==> src/rtl/mc_controller_if.sv <==
// Control-unit bus: instruction/flag/handshake inputs and datapath control outputs.
// The slave modport is the controller's view; master is the datapath/bench side.
interface mc_controller_if #(
    parameter int unsigned CNT_W = 32
) ();
    logic [10:0]      Op;
    logic             zero_E;
    logic             imem_ready;
    logic             dmem_ready;
    logic             IMemRead;
    logic             IRWrite;
    logic             Reg2Loc;
    logic             AluSrc;
    logic             RegWrite;
    logic             MemRead;
    logic             MemWrite;
    logic             MemtoReg;
    logic [3:0]       AluControl;
    logic             PCWrite;
    logic             PCSrc;
    logic             Exc;
    logic [2:0]       state;
    logic [CNT_W-1:0] retired;

    modport slave (
        input  Op, zero_E, imem_ready, dmem_ready,
        output IMemRead, IRWrite, Reg2Loc, AluSrc, RegWrite, MemRead, MemWrite,
               MemtoReg, AluControl, PCWrite, PCSrc, Exc, state, retired
    );

    modport master (
        output Op, zero_E, imem_ready, dmem_ready,
        input  IMemRead, IRWrite, Reg2Loc, AluSrc, RegWrite, MemRead, MemWrite,
               MemtoReg, AluControl, PCWrite, PCSrc, Exc, state, retired
    );
endinterface

==> src/rtl/mc_controller.sv <==
// Multi-cycle LEGv8-subset control unit: FETCH/DECODE/EXEC/MEM/WB sequencer with
// sticky invalid-opcode trap and a wrapping retired-instruction counter.
module mc_controller #(
    parameter int unsigned CNT_W = 32
) (
    input  logic          clk,
    input  logic          reset,
    mc_controller_if.slave bus
);

    typedef enum logic [2:0] {
        S_FETCH  = 3'd0,
        S_DECODE = 3'd1,
        S_EXEC   = 3'd2,
        S_MEM    = 3'd3,
        S_WB     = 3'd4,
        S_ERROR  = 3'd5
    } state_t;

    typedef enum logic [3:0] {
        C_NONE,
        C_LDUR,
        C_STUR,
        C_ADD,
        C_SUB,
        C_AND,
        C_ORR,
        C_CBZ,
        C_B,
        C_INV
    } cls_t;

    state_t           state_q, state_d;
    cls_t             class_q, class_d;
    cls_t             op_class;
    logic [CNT_W-1:0] retired_q, retired_d;

    logic       imem_read, ir_write, reg2loc, alu_src, reg_write;
    logic       mem_read, mem_write, mem_to_reg, pc_write, pc_src, exc;
    logic [3:0] alu_ctl;

    always_comb begin
        op_class = C_INV;
        if (bus.Op == 11'b11111000010)      op_class = C_LDUR;
        else if (bus.Op == 11'b11111000000) op_class = C_STUR;
        else if (bus.Op == 11'b10001011000) op_class = C_ADD;
        else if (bus.Op == 11'b11001011000) op_class = C_SUB;
        else if (bus.Op == 11'b10001010000) op_class = C_AND;
        else if (bus.Op == 11'b10101010000) op_class = C_ORR;
        else if (bus.Op[10:3] == 8'b10110100) op_class = C_CBZ;
        else if (bus.Op[10:5] == 6'b000101)   op_class = C_B;
    end

    always_comb begin
        state_d    = state_q;
        class_d    = class_q;
        imem_read  = 1'b0;
        ir_write   = 1'b0;
        reg2loc    = 1'b0;
        alu_src    = 1'b0;
        alu_ctl    = 4'b0000;
        reg_write  = 1'b0;
        mem_read   = 1'b0;
        mem_write  = 1'b0;
        mem_to_reg = 1'b0;
        pc_write   = 1'b0;
        pc_src     = 1'b0;
        exc        = 1'b0;

        // ALU controls follow the registered class through EXEC, MEM and WB
        if (state_q == S_EXEC || state_q == S_MEM || state_q == S_WB) begin
            unique case (class_q)
                C_LDUR, C_STUR: begin alu_src = 1'b1; alu_ctl = 4'b0010; end
                C_ADD:          alu_ctl = 4'b0010;
                C_SUB:          alu_ctl = 4'b0110;
                C_AND:          alu_ctl = 4'b0000;
                C_ORR:          alu_ctl = 4'b0001;
                C_CBZ:          alu_ctl = 4'b0111;
                default:        alu_ctl = 4'b0000;
            endcase
        end

        case (state_q)
            S_FETCH: begin
                imem_read = 1'b1;
                if (bus.imem_ready) begin
                    ir_write = 1'b1;
                    state_d  = S_DECODE;
                end
            end
            S_DECODE: begin
                reg2loc = (op_class == C_STUR) || (op_class == C_CBZ);
                class_d = op_class;
                state_d = (op_class == C_INV) ? S_ERROR : S_EXEC;
            end
            S_EXEC: begin
                case (class_q)
                    C_LDUR, C_STUR:             state_d = S_MEM;
                    C_ADD, C_SUB, C_AND, C_ORR: state_d = S_WB;
                    C_CBZ: begin
                        pc_write = 1'b1;
                        pc_src   = bus.zero_E;
                        state_d  = S_FETCH;
                    end
                    C_B: begin
                        pc_write = 1'b1;
                        pc_src   = 1'b1;
                        state_d  = S_FETCH;
                    end
                    default:                    state_d = S_ERROR;
                endcase
            end
            S_MEM: begin
                mem_read  = (class_q == C_LDUR);
                mem_write = (class_q == C_STUR);
                if (bus.dmem_ready) begin
                    if (class_q == C_LDUR) begin
                        state_d = S_WB;
                    end else begin
                        pc_write = 1'b1;
                        state_d  = S_FETCH;
                    end
                end
            end
            S_WB: begin
                reg_write  = 1'b1;
                mem_to_reg = (class_q == C_LDUR);
                pc_write   = 1'b1;
                state_d    = S_FETCH;
            end
            S_ERROR: begin
                exc = 1'b1;
            end
            default: state_d = S_FETCH;
        endcase

        retired_d = pc_write ? retired_q + CNT_W'(1) : retired_q;
    end

    always_ff @(posedge clk or negedge reset) begin
        if (!reset) begin
            state_q   <= S_FETCH;
            class_q   <= C_NONE;
            retired_q <= '0;
        end else begin
            state_q   <= state_d;
            class_q   <= class_d;
            retired_q <= retired_d;
        end
    end

    // Controls are gated by reset so they drop asynchronously, not at the next edge
    assign bus.IMemRead   = reset & imem_read;
    assign bus.IRWrite    = reset & ir_write;
    assign bus.Reg2Loc    = reset & reg2loc;
    assign bus.AluSrc     = reset & alu_src;
    assign bus.AluControl = reset ? alu_ctl : 4'b0000;
    assign bus.RegWrite   = reset & reg_write;
    assign bus.MemRead    = reset & mem_read;
    assign bus.MemWrite   = reset & mem_write;
    assign bus.MemtoReg   = reset & mem_to_reg;
    assign bus.PCWrite    = reset & pc_write;
    assign bus.PCSrc      = reset & pc_src;
    assign bus.Exc        = reset & exc;
    assign bus.state      = state_q;
    assign bus.retired    = retired_q;

endmodule

==> src/flat_wrapper.sv <==
// flat-port wrapper written by rule: the top's interface ports become plain ports
module mc_controller_flat 
#(
    parameter int unsigned CNT_W = 32
)
  (clk, reset, bus_Op, bus_zero_E, bus_imem_ready, bus_dmem_ready, bus_IMemRead, bus_IRWrite, bus_Reg2Loc, bus_AluSrc, bus_RegWrite, bus_MemRead, bus_MemWrite, bus_MemtoReg, bus_AluControl, bus_PCWrite, bus_PCSrc, bus_Exc, bus_state, bus_retired);
  mc_controller_if #(.CNT_W(CNT_W)) bus_i ();
  input  logic clk;
  input  logic reset;
  input wire logic [$bits(bus_i.Op)-1:0] bus_Op;
  input wire logic [$bits(bus_i.zero_E)-1:0] bus_zero_E;
  input wire logic [$bits(bus_i.imem_ready)-1:0] bus_imem_ready;
  input wire logic [$bits(bus_i.dmem_ready)-1:0] bus_dmem_ready;
  output wire logic [$bits(bus_i.IMemRead)-1:0] bus_IMemRead;
  output wire logic [$bits(bus_i.IRWrite)-1:0] bus_IRWrite;
  output wire logic [$bits(bus_i.Reg2Loc)-1:0] bus_Reg2Loc;
  output wire logic [$bits(bus_i.AluSrc)-1:0] bus_AluSrc;
  output wire logic [$bits(bus_i.RegWrite)-1:0] bus_RegWrite;
  output wire logic [$bits(bus_i.MemRead)-1:0] bus_MemRead;
  output wire logic [$bits(bus_i.MemWrite)-1:0] bus_MemWrite;
  output wire logic [$bits(bus_i.MemtoReg)-1:0] bus_MemtoReg;
  output wire logic [$bits(bus_i.AluControl)-1:0] bus_AluControl;
  output wire logic [$bits(bus_i.PCWrite)-1:0] bus_PCWrite;
  output wire logic [$bits(bus_i.PCSrc)-1:0] bus_PCSrc;
  output wire logic [$bits(bus_i.Exc)-1:0] bus_Exc;
  output wire logic [$bits(bus_i.state)-1:0] bus_state;
  output wire logic [$bits(bus_i.retired)-1:0] bus_retired;
  assign bus_i.Op = bus_Op;
  assign bus_i.zero_E = bus_zero_E;
  assign bus_i.imem_ready = bus_imem_ready;
  assign bus_i.dmem_ready = bus_dmem_ready;
  assign bus_IMemRead = bus_i.IMemRead;
  assign bus_IRWrite = bus_i.IRWrite;
  assign bus_Reg2Loc = bus_i.Reg2Loc;
  assign bus_AluSrc = bus_i.AluSrc;
  assign bus_RegWrite = bus_i.RegWrite;
  assign bus_MemRead = bus_i.MemRead;
  assign bus_MemWrite = bus_i.MemWrite;
  assign bus_MemtoReg = bus_i.MemtoReg;
  assign bus_AluControl = bus_i.AluControl;
  assign bus_PCWrite = bus_i.PCWrite;
  assign bus_PCSrc = bus_i.PCSrc;
  assign bus_Exc = bus_i.Exc;
  assign bus_state = bus_i.state;
  assign bus_retired = bus_i.retired;
  mc_controller #(.CNT_W(CNT_W)) u_core (.clk(clk), .reset(reset), .bus(bus_i));
endmodule
==> config.mk <==
export PLATFORM = sky130hd
export DESIGN_NAME = mc_controller_flat
export DESIGN_NICKNAME = d
export VERILOG_FILES = /design/src/rtl/mc_controller_if.sv /design/src/rtl/mc_controller.sv /design/src/flat_wrapper.sv
export SDC_FILE = /design/constraint.sdc
export NUM_CORES = 1
export LEC_CHECK = 0
export CAP_MARGIN = 20
export CORE_ASPECT_RATIO = 1.5
export CORE_MARGIN = 3
export CORE_UTILIZATION = 51
export CTS_BUF_LIST = sky130_fd_sc_hd__clkbuf_16
export DETAILED_ROUTE_END_ITERATION = 12
export PLACE_DENSITY = 0.85
export SYNTH_ARGS = -nofsm -noshare
export SYNTH_HDL_FRONTEND = slang
export SYNTH_SLANG_ARGS = --single-unit
==> constraint.sdc <==
create_clock -name clk -period 4.93 [get_ports clk]
set_input_delay 0.7395 -clock clk [delete_from_list [all_inputs] [get_ports clk]]
set_output_delay 0.7395 -clock clk [all_outputs]
set_load 0.05 [all_outputs]
After elaboration in Yosys (flattened, before gate mapping)
Cells that the tools add are included.
- add/sub/neg operators: 1
- multiply operators: 0
- div/mod/pow operators: 0
- order comparisons: 0
- eq/ne operators: 26
- shifts and indexed selects: 0
- multiplexer cells: 34
- bitwise gates (word level): 12
- reduce and logical (&&, ||, !) cells: 9
- operator list (cell ; count):
    == test 11 bit, second input constant ; 6
    two-way mux 4 bit ; 9
    adder 32 x 1 -> 32 bit, second input constant ; 1
    == test 4 x 3 -> 1 bit, second input constant ; 5
    two-way mux 1 bit ; 16
    one-hot mux 3 bit (5 select lines) ; 1
    == test 4 x 2 -> 1 bit, second input constant ; 3
    two-way mux 3 bit ; 4
    one-hot mux 3 bit (4 select lines) ; 1
    AND 1 bit ; 11
    one-hot mux 3 bit (3 select lines) ; 1
    == test 4 bit, second input constant ; 2
    == test 8 bit, second input constant ; 1
    == test 3 x 2 -> 1 bit, second input constant ; 2
    == test 3 bit, second input constant ; 2
    == test 6 x 3 -> 1 bit, second input constant ; 1
    == test 4 x 1 -> 1 bit, second input constant ; 1
    inequality test 2 bit, second input constant ; 2
    OR reduction 2 bit ; 2
    OR reduction 4 bit ; 1
    == test 3 x 1 -> 1 bit, second input constant ; 1
    zero test 3 bit ; 1
    logical OR 1 bit ; 3
    one-hot mux 1 bit (3 select lines) ; 1
    4 further kinds ; 4
- register bits: 39
- latch bits: 0
- RAM bits: 0
- memory bits (read-only): 0
- input port bits: 16
- output and inout port bits: 50
- word-level logic and storage cells: 85
- memories: 0

Depth between registers and ports, before layout
Gate-level depths: netlist of run 1.
- word-level depth: 13
- gate-level depth with buffers: 7
- depth with buffers taken out: 5

Worst setup path after synthesis of run 1
Ideal clock, no wire load.
- kind: in2out
- from: input port bus_Op[2]
- to: output port bus_Reg2Loc
- data arrival time: 4.079 ns
- required time: 4.191 ns
- path slack: 0.111 ns
- cell stages on the path: 5
- path buffers: 0
- path through: nor3_1 -> nand3_1 -> o41ai_1 -> a21oi_1 -> a2111oi_0
- word-level cells in the longest chain between the ends: 11
- elaborated cells between the ends (all ways): 17
- those cells by class: eq/ne: 8; mux: 7; bitwise: 1; reduce/logical: 1
- RTL lines (element ; line ; text):
    from (decl) ; flat_wrapper.sv:10 ; input wire logic [$bits(bus_i.Op)-1:0] bus_Op;
    == test 11 bit ; mc_controller.sv:49 ; else if (bus.Op == 11'b10101010000) op_class = C_ORR;
    two-way mux 4 bit ; mc_controller.sv:49 ;
    two-way mux 4 bit ; mc_controller.sv:48 ; else if (bus.Op == 11'b10001010000) op_class = C_AND;
    two-way mux 4 bit ; mc_controller.sv:47 ; else if (bus.Op == 11'b11001011000) op_class = C_SUB;
    two-way mux 4 bit ; mc_controller.sv:46 ; else if (bus.Op == 11'b10001011000) op_class = C_ADD;
    two-way mux 4 bit ; mc_controller.sv:45 ; else if (bus.Op == 11'b11111000000) op_class = C_STUR;
    two-way mux 4 bit (*) ; mc_controller.sv:44 ; if (bus.Op == 11'b11111000010) op_class = C_LDUR;
    == test 4 x 2 -> 1 bit or == test 4 x 3 -> 1 bit (tied branches) ; mc_controller.sv:92 ; reg2loc = (op_class == C_STUR) || (op_class == C_CBZ);
    logical OR 1 bit (*) ; mc_controller.sv:92 ;
    two-way mux 1 bit (*) ; mc_controller.sv:83 ; case (state_q)
    AND 1 bit (*) ; mc_controller.sv:155 ; assign bus.Reg2Loc = reset & reg2loc;
    to (decl) ; flat_wrapper.sv:16 ; output wire logic [$bits(bus_i.Reg2Loc)-1:0] bus_Reg2Loc;
Every way passes the cells marked *; elsewhere a longest branch is shown, timed or not.

Worst setup path in the final report of run 1
- from: input port bus_Op[8]
- to: output port bus_Reg2Loc
- word-level cells in the longest chain between the ends: 13
- elaborated cells between the ends (all ways): 21
- those cells by class: eq/ne: 10; mux: 9; bitwise: 1; reduce/logical: 1
- RTL lines (element ; line ; text):
    == test 6 x 3 -> 1 bit ; mc_controller.sv:51 ; else if (bus.Op[10:5] == 6'b000101) op_class = C_B;
    two-way mux 1 bit ; mc_controller.sv:51 ;
    two-way mux 4 bit ; mc_controller.sv:50 ; else if (bus.Op[10:3] == 8'b10110100) op_class = C_CBZ;
    two-way mux 4 bit ; mc_controller.sv:49 ;
    two-way mux 4 bit ; mc_controller.sv:48 ;
    two-way mux 4 bit ; mc_controller.sv:47 ;
    two-way mux 4 bit ; mc_controller.sv:46 ;
    two-way mux 4 bit ; mc_controller.sv:45 ;
    two-way mux 4 bit (*) ; mc_controller.sv:44 ;
    == test 4 x 2 -> 1 bit or == test 4 x 3 -> 1 bit (tied branches) ; mc_controller.sv:92 ;
    logical OR 1 bit (*) ; mc_controller.sv:92 ;
    two-way mux 1 bit (*) ; mc_controller.sv:83 ;
    AND 1 bit (*) ; mc_controller.sv:155 ;
Marks and branches as above.

==> summary.txt, run 1 <==
Clock network
  • H-tree depth: 2
  • Root Driver: clkbuf_16
  • Cts bufs inserted: 5
  • CTS resizes: 0
  • Clock sinks: 39
  • CTS tree: done
  • Clk Latency, worst-skew pair: 280 ps
  • Hold-fix buffers at CTS: 0
  • Worst-path clk slew: 60 ps
  • Post-CTS repair timing setup buffer count: 0
  • Clk buf depth: 2

Synth
  • Most used DFF post-synth: dfrtp_1
  • Synth Net Count: 261
  • Top-count cell post-synth: dfrtp_1
  • Synthesis warning total: 0
  • Sequential fraction of the synthesis area: 0.426
  • Register bit count reported by yosys: 39
  • Yosys top cell by area: dfrtp_1
  • Mapped Avg Cell Area: 9.38 um^2
  • Post-synth top cells: dfrtp_1, nand3_1, nor2_1
  • EDFF count, synth: 0
  • Top area cells in the synthesized netlist: dfrtp_1, xnor2_1, xor2_1
  • Area share of the largest cell type after synthesis: 0.426
  • Yosys cell types: 49
  • Async SR Flop Fraction: 1.00
  • Mapped Area: 2290 um^2
  • Synth Instances: 244

Job
  • Max Cap Viol: 0

Worst setup path
  • FF-to-FF End: u_core.bus.retired[14]$_DFFE_PN0P_
  • Critical path's slowest cell: clkdlybuf4s50_1
  • Worst Setup Start Kind: input port
  • Crit path max-delay family: buffers and inverters
  • Reg-to-reg startpoint: u_core.class_q[0]$_DFFE_PN0N_
  • Critical Path AT: 3690 ps
  • Worst Path Required: 4190 ps
  • Critical path buffers and inverters: 2
  • CP max FO: 6
  • CP endpoint kind: primary output
  • Max incr delay on CP: 880 ps
  • Most frequent CP cell: clkdlybuf4s50_1
  • R2R cell count: 5
  • Worst path cell trace: clkdlybuf4s50_1 > nor4bb_1 > nand2_1 > o41ai_1 > a21oi_1 > a2111oi_0 > clkdlybuf4s50_1
  • Crit Path Class: in2out
  • R2R Setup Slk: 2660 ps

STA
  • Min Tclk post-route: 4430 ps
  • Final worst slack: 503 ps
  • Fin Setup TNS: 0 ps
  • Layout Skew: 3.17 ps
  • RSZ-0062 raised after global routing: no
  • F_max: 0.226 GHz
  • Hold_ws: 397 ps
  • Final Setup Violations: 0
  • Final period utilization: 0.898
  • Slew @ Worst Pin: 770 ps
  • Slew HR: 0.480
  • Max Slew Vio Count: 0
  • Fin. Hold Viols: 0

Final layout
  • Post-route insts no fill: 352
  • Layout cell share with drive strength beyond 1: 0.0784
  • Util after Layout: 0.726
  • Multi-input logic area: 1230 um^2
  • Nets: 322
  • Flip-flop and latch area: 976 um^2
  • Fill cells: 328
  • Post-route cell area: 3110 um^2
  • Layout area overhead: 35.8%
  • N_diodes: 0

Placed design
  • Placed cell area: 2940 um^2
  • Inst Count DP: 344
  • Placer congestion estimate: 0.840
  • Dpl ws: 559 ps
  • Detail Placement HPWL: 4.13 mm
  • Port bufs: 64

Floorplan
  • Num ports: 66
  • Die Wd: 60.7 um
  • CORE AREA: 4280 um^2
  • Full die area: 5340 um^2
  • Row count: 29
  • DIE HEIGHT: 88.0 um
  • Initial Util: 0.534

Detailed routing
  • Pre-antenna DRT Iters: 4
  • DRC Markers: 0
  • Number of vias in the routed layout: 2069
  • Drt wl/cell: 16.2 um
  • Initial detailed-routing violation count: 98
  • Vias per cell: 5.88
  • Final ANT Viol Nets: 0
  • Drt total wl: 5.72 mm

Pwr
  • Peak VDD IR: 0.000477 V
  • Tot Pwr: 1.20 mW
  • PD cells: 387 nW/um^2
  • Leak: 1.24 nW

GRT
  • First-pass GRT wire length: 9.69 mm
  • Vias in the first global route: 2140
  • Initial antenna violation count: 0
  • GRT Total Usage: 0.238
  • Total gr overflow: 0
  • Largest net degree at the start of global routing: 27

Worst hold path
  • Worst min-delay path class: in2async

Run status
  • Status: completed
## state kept, by name (all words and copies together) (netlist names)
signal	count
u_core.class_q	4
u_core.bus.retired	32
u_core.bus.state	3
## layout by cell type (no fill, tap or decap), drive strengths merged, types with 3 or more instances in the layout
master / count
clkbuf: 5
nor4: 4
nor4bb: 3
nand2: 21
o21ai: 11
xnor2: 19
clkdlybuf4s50: 63
nand4: 8
and3: 6
nor4b: 3
nand3: 23
nor3b: 3
xor2: 14
dfrtp: 39
nor2: 23
inv: 7
buf: 3
nor2b: 3
a21oi: 7
nor3: 9
## where the power goes
group	leakage [nW]	switching, mW	internal (mW)
logic	0.649	0.252	0.150
clock network	0.0838	0.123	0.238
registers	0.505	0.0826	0.357
## layout make-up
cell class,instances,share of cell area
timing repair buffer,66,0.209
clock inverter,3,0.0141
multi-input combinational,186,0.395
clock buffer,5,0.0403
sequential,39,0.314
tap,46,0.0185
inverter,7,0.00845
## routing by layer
| metal | part of all wire | global-route usage | wire (um) | up-vias |
|---|---|---|---|---|
| li1 | - | - | - | 987 |
| met1 | 0.38 | 0.276 | 2200 | 1003 |
| met2 | 0.54 | 0.412 | 3100 | 66 |
| met3 | 0.046 | 0.0413 | 263 | 13 |
| met4 | 0.027 | 0.118 | 154 | 0 |
| met5 | 0 | 0 | 0 | - |
## cells by family after synthesis
group	Yosys count	synth area share
xor gates and xnor gates	33	0.126
adders and majority gates	1	0.00547
buffers and inverters	19	0.0366
AOI/OAI and AO/OA	30	0.107
muxes	3	0.0142
and+or+nand+nor	118	0.282
other	1	0.00164
DFF	39	0.426
## how the worst max path moves through the flow
| stage | cells past startpoint | endpoint | start |
|---|---|---|---|
| global placement | 7 | bus_Reg2Loc | bus_Op[8] |
| finish | 7 | bus_Reg2Loc | bus_Op[8] |
| CTS | 7 | bus_Reg2Loc | bus_Op[8] |
| global route | 7 | bus_Reg2Loc | bus_Op[2] |
| detailed placement | 7 | bus_Reg2Loc | bus_Op[8] |
| floorplan | 5 | bus_Reg2Loc | bus_Op[2] |
(Power assumes the default switching activity.)
==> inputs of run 2 (changes only) <==
--- a/config.mk
+++ b/config.mk
@@ -8,10 +8,10 @@
 export CAP_MARGIN = 20
 export CORE_ASPECT_RATIO = 1.5
 export CORE_MARGIN = 3
-export CORE_UTILIZATION = 51
+export CORE_UTILIZATION = 48
 export CTS_BUF_LIST = sky130_fd_sc_hd__clkbuf_16
 export DETAILED_ROUTE_END_ITERATION = 12
-export PLACE_DENSITY = 0.85
+export PLACE_DENSITY = 0.81
 export SYNTH_ARGS = -nofsm -noshare
 export SYNTH_HDL_FRONTEND = slang
 export SYNTH_SLANG_ARGS = --single-unit
==> constraint.sdc (replaced) <==
create_clock -name clk -period 4.8 [get_ports clk]
set_input_delay 0.72 -clock clk [delete_from_list [all_inputs] [get_ports clk]]
set_output_delay 0.72 -clock clk [all_outputs]
set_load 0.05 [all_outputs]
==> summary.txt, run 2 (synthesis results as in run 1) <==
Detailed routing
  • Drt wl/cell: 14.7 um
  • Number of vias in the routed layout: 2003
  • Vias per cell: 5.41
  • Initial detailed-routing violation count: 175
  • Final ANT Viol Nets: 0
  • Drt total wl: 5.45 mm
  • DRC Markers: 0
  • Pre-antenna DRT Iters: 4

Floorplan
  • Num ports: 66
  • Die Wd: 62.4 um
  • Initial Util: 0.500
  • DIE HEIGHT: 90.6 um
  • CORE AREA: 4580 um^2
  • Full die area: 5650 um^2
  • Row count: 30

Final layout
  • Post-route cell area: 3150 um^2
  • Max FFs per register: 32
  • Layout cell share with drive strength beyond 1: 0.0784
  • Commonest non-fill, non-tap cell in the layout: clkdlybuf4s50_1
  • Layout area overhead: 37.8%
  • Post-route insts no fill: 370
  • Nets: 322
  • Commonest cells after routing, fill and taps aside: clkdlybuf4s50_1, dfrtp_1, nor2_1, nand3_1, nand2_1
  • N_diodes: 0

STA
  • RSZ-0062 raised after global routing: no
  • Final Setup Violations: 0
  • Max Slew Vio Count: 0
  • F_max: 0.231 GHz
  • Final period utilization: 0.903
  • Slew HR: 0.508
  • Fin. Hold Viols: 0
  • Min Tclk post-route: 4330 ps
  • Slew @ Worst Pin: 728 ps
  • Fin Setup TNS: 0 ps
  • Layout Skew: 4.95 ps

Placed design
  • Detail Placement HPWL: 4.02 mm
  • Placer congestion estimate: 0.839
  • Inst Count DP: 362
  • Placed cell area: 2960 um^2
  • Port bufs: 64

GRT
  • Initial antenna violation count: 0
  • Vias in the first global route: 1987
  • Total gr overflow: 0
  • First-pass GRT wire length: 9.35 mm
  • GRT Total Usage: 0.204
  • Largest net degree at the start of global routing: 25

Pwr
  • PD cells: 406 nW/um^2
  • Leak: 1.24 nW
  • Tot Pwr: 1.28 mW
  • Peak VDD IR: 0.000358 V

Worst setup path
  • Critical Path AT: 3610 ps
  • R2R cell count: 5
  • Crit path max-delay family: buffers and inverters
  • Most frequent CP cell: clkdlybuf4s50_1
  • Critical path buffers and inverters: 2
  • CP max FO: 5
  • Crit Path Class: in2out
  • Worst Setup Start Kind: input port
  • Critical path depth: 7
  • Max incr delay on CP: 880 ps
  • Worst Path Required: 4080 ps
  • Worst path cell trace: clkdlybuf4s50_1 > nor4bb_1 > nand2_1 > o41ai_1 > a21oi_1 > a2111oi_0 > clkdlybuf4s50_1
  • CP endpoint kind: primary output
  • Critical path's slowest cell: clkdlybuf4s50_1

Clock network
  • H-tree depth: 2
  • Worst-path clk slew: 50 ps
  • Clk buf depth: 2
  • Clk Latency, worst-skew pair: 280 ps
  • CTS resizes: 0
  • Clock sinks: 39
  • Hold-fix buffers at CTS: 0
  • Cts bufs inserted: 5
  • Post-CTS repair timing setup buffer count: 0
  • Root Driver: clkbuf_16
  • CTS tree: done

Job
  • Max Cap Viol: 0

Run status
  • Status: completed

Worst hold path
  • Worst min-delay path class: in2async
-- run 2: report_power, final --
part	switching, mW	internal, mW
combinational	0.256	0.153
clock	0.127	0.297
sequential	0.0804	0.367
-- run 2: metrics by stage --
step | hold slack, ps | setup WS, ps | utilization
after global routing | 433 | 304 | 0.689
after CTS | 411 | 519 | 0.689
after global placement | 462 | 614 | 0.647
after floorplan | 424 | 20.1 | -
after detailed placement | 467 | 529 | 0.647
final | 399 | 467 | 0.689
-- run 2: area by class of cell --
type	instances	area (um^2)
Clock buffer	5	125
Clock inverter	3	67.6
Fill cell	397	1430
Inverter	7	26.3
Multi-Input combinational cell	186	1230
Sequential cell	39	976
Tap cell	64	80.1
Timing Repair Buffer	66	651
-- run 2: layer usage --
metal | vias up | GRT usage | part of all wire
li1 | 986 | - | -
met1 | 952 | 0.230 | 0.41
met2 | 58 | 0.359 | 0.53
met3 | 7 | 0.0523 | 0.041
met4 | 0 | 0.0902 | 0.017
met5 | - | 0 | 0
-- run 2: worst paths after layout --
path                                                     from                                 end  slack [ps]
min reg2reg                u_core.bus.retired[31]$_DFFE_PN0P_  u_core.bus.retired[31]$_DFFE_PN0P_         480
min in group clk           u_core.bus.retired[31]$_DFFE_PN0P_  u_core.bus.retired[31]$_DFFE_PN0P_         480
max                                                 bus_Op[7]                         bus_Reg2Loc         470
max in group asynchronous                               reset  u_core.bus.retired[31]$_DFFE_PN0P_        3720
max reg2reg                     u_core.class_q[0]$_DFFE_PN0N_  u_core.bus.retired[18]$_DFFE_PN0P_        2550
min                                                     reset       u_core.class_q[2]$_DFFE_PN0N_         400
==> inputs of run 3 (changes only) <==
--- a/config.mk
+++ b/config.mk
@@ -12,6 +12,7 @@
 export CTS_BUF_LIST = sky130_fd_sc_hd__clkbuf_16
 export DETAILED_ROUTE_END_ITERATION = 12
 export PLACE_DENSITY = 0.81
+export RECOVER_POWER = 100
 export SYNTH_ARGS = -nofsm -noshare
 export SYNTH_HDL_FRONTEND = slang
 export SYNTH_SLANG_ARGS = --single-unit
==> summary.txt, run 3 (synthesis results as in run 1) <==
Run status
  • Status: finished, violations left
  • Failing checks: max-capacitance violations, max-slew violations

Final layout
  • Layout area overhead: 35.4%
  • Multi-input logic area: 1180 um^2
  • Max FFs per register: 32
  • Nets: 322
  • Post-route insts no fill: 370
  • Fill cells: 411
  • N_diodes: 0
  • Layout cell share with drive strength beyond 1: 0.0523
  • Flip-flop and latch area: 976 um^2
  • Commonest cells after routing, fill and taps aside: dlygate4sd3_1, dfrtp_1, nor2_1, nand3_1, nand2_1
  • Commonest non-fill, non-tap cell in the layout: dlygate4sd3_1

Worst setup path
  • Crit path max-delay family: buffers and inverters
  • Worst path cell trace: dlygate4sd3_1 > nor3_1 > nand3_1 > o41ai_1 > a21oi_1 > a2111oi_0 > dlygate4sd3_1
  • Most frequent CP cell: dlygate4sd3_1
  • Worst Setup Start Kind: input port
  • Worst Path Required: 4080 ps
  • Critical path buffers and inverters: 2
  • CP endpoint kind: primary output
  • Critical path's slowest cell: dlygate4sd3_1
  • CP max FO: 6
  • Crit Path Class: in2out
  • Critical Path AT: 3760 ps
  • Max incr delay on CP: 930 ps

Placed design
  • Port bufs: 64
  • Inst Count DP: 362
  • Placer congestion estimate: 0.839
  • Detail Placement HPWL: 4.02 mm

Clock network
  • Post-CTS repair timing setup buffer count: 0
  • CTS tree: done
  • Worst-path clk slew: 50 ps
  • Clock sinks: 39
  • H-tree depth: 2
  • Root Driver: clkbuf_16
  • Hold-fix buffers at CTS: 0
  • Cts bufs inserted: 5
  • Clk Latency, worst-skew pair: 280 ps
  • CTS resizes: 0
  • Clk buf depth: 2

STA
  • Fin Setup TNS: 0 ps
  • Slew HR: -0.296
  • Layout Skew: 5.01 ps
  • Final period utilization: 0.934
  • RSZ-0062 raised after global routing: no
  • Final Setup Violations: 0
  • Max Slew Vio Count: 8
  • Slew @ Worst Pin: 1890 ps
  • Min Tclk post-route: 4480 ps
  • F_max: 0.223 GHz
  • Fin. Hold Viols: 0

Detailed routing
  • DRC Markers: 0
  • Drt total wl: 5.46 mm
  • Drt wl/cell: 14.8 um
  • Number of vias in the routed layout: 2006
  • Final ANT Viol Nets: 0
  • Initial detailed-routing violation count: 177
  • Pre-antenna DRT Iters: 6
  • Vias per cell: 5.42

Floorplan
  • Initial Util: 0.500
  • Num ports: 66
  • Die Wd: 62.4 um
  • Full die area: 5650 um^2
  • DIE HEIGHT: 90.6 um
  • Row count: 30
  • CORE AREA: 4580 um^2

Job
  • Max Cap Viol: 1

Worst hold path
  • Worst min-delay path class: reg2reg

GRT
  • GRT Total Usage: 0.204
  • Vias in the first global route: 1987
  • Initial antenna violation count: 0
  • Total gr overflow: 0
  • First-pass GRT wire length: 9.35 mm
  • Largest net degree at the start of global routing: 25

Pwr
  • Leak: 1.37 nW
  • Peak VDD IR: 0.000329 V
  • PD cells: 404 nW/um^2
-- run 3: cell type report --
class | instances | area share
Sequential cell | 39 | 0.315
Clock inverter | 3 | 0.0218
Clock buffer | 5 | 0.0404
Timing Repair Buffer | 66 | 0.208
Multi-Input combinational cell | 186 | 0.380
Inverter | 7 | 0.00848
Tap cell | 64 | 0.0258
-- run 3: worst register-to-register path, stage by stage (launching register included) --
cell and delay, ps:
dfrtp_1 490, or4b_1 300, a41oi_1 250, a2111oi_0 1630, nand4_1 230, xnor2_1 210
-- run 3: metal layers --
metal,GRT usage,share of wire,vias to the layer above
met5,0,0,-
met4,0.0902,0.015,0
met3,0.0523,0.044,6
met2,0.359,0.53,62
met1,0.230,0.41,950
li1,-,-,988
-- run 3: final timing paths --
path | slack [ps] | start | cells past startpoint | end
max in group asynchronous | 2450 | reset | 2 | u_core.bus.retired[31]$_DFFE_PN0P_
min | 470 | u_core.bus.retired[31]$_DFFE_PN0P_ | 1 | u_core.bus.retired[31]$_DFFE_PN0P_
min reg2reg | 470 | u_core.bus.retired[31]$_DFFE_PN0P_ | 1 | u_core.bus.retired[31]$_DFFE_PN0P_
max reg2reg | 1580 | u_core.class_q[0]$_DFFE_PN0N_ | 5 | u_core.bus.retired[29]$_DFFE_PN0P_
max | 320 | bus_Op[2] | 7 | bus_Reg2Loc
min in group asynchronous | 650 | reset | 1 | u_core.class_q[2]$_DFFE_PN0N_
-- run 3: stage by stage --
stage / cell area [um^2] / worst slack, ps / util / power (mW) / hold slack, ps
2_1_floorplan: 2290 / 20.1 / - / 0.732 / 424
3_3_place_gp: 2960 / 614 / 0.647 / 0.856 / 462
3_5_place_dp: 2960 / 529 / 0.647 / 0.863 / 467
4_1_cts: 3150 / 519 / 0.689 / 1.29 / 411
5_1_grt: 3100 / 188 / 0.677 / 1.32 / 482
6_report: 3100 / 319 / 0.677 / 1.25 / 472
-- run 3: power by group --
part           switching (mW)  leakage (nW)  internal, mW
sequential             0.0784         0.505         0.367
combinational           0.246         0.777         0.134
clock                   0.128        0.0900         0.297
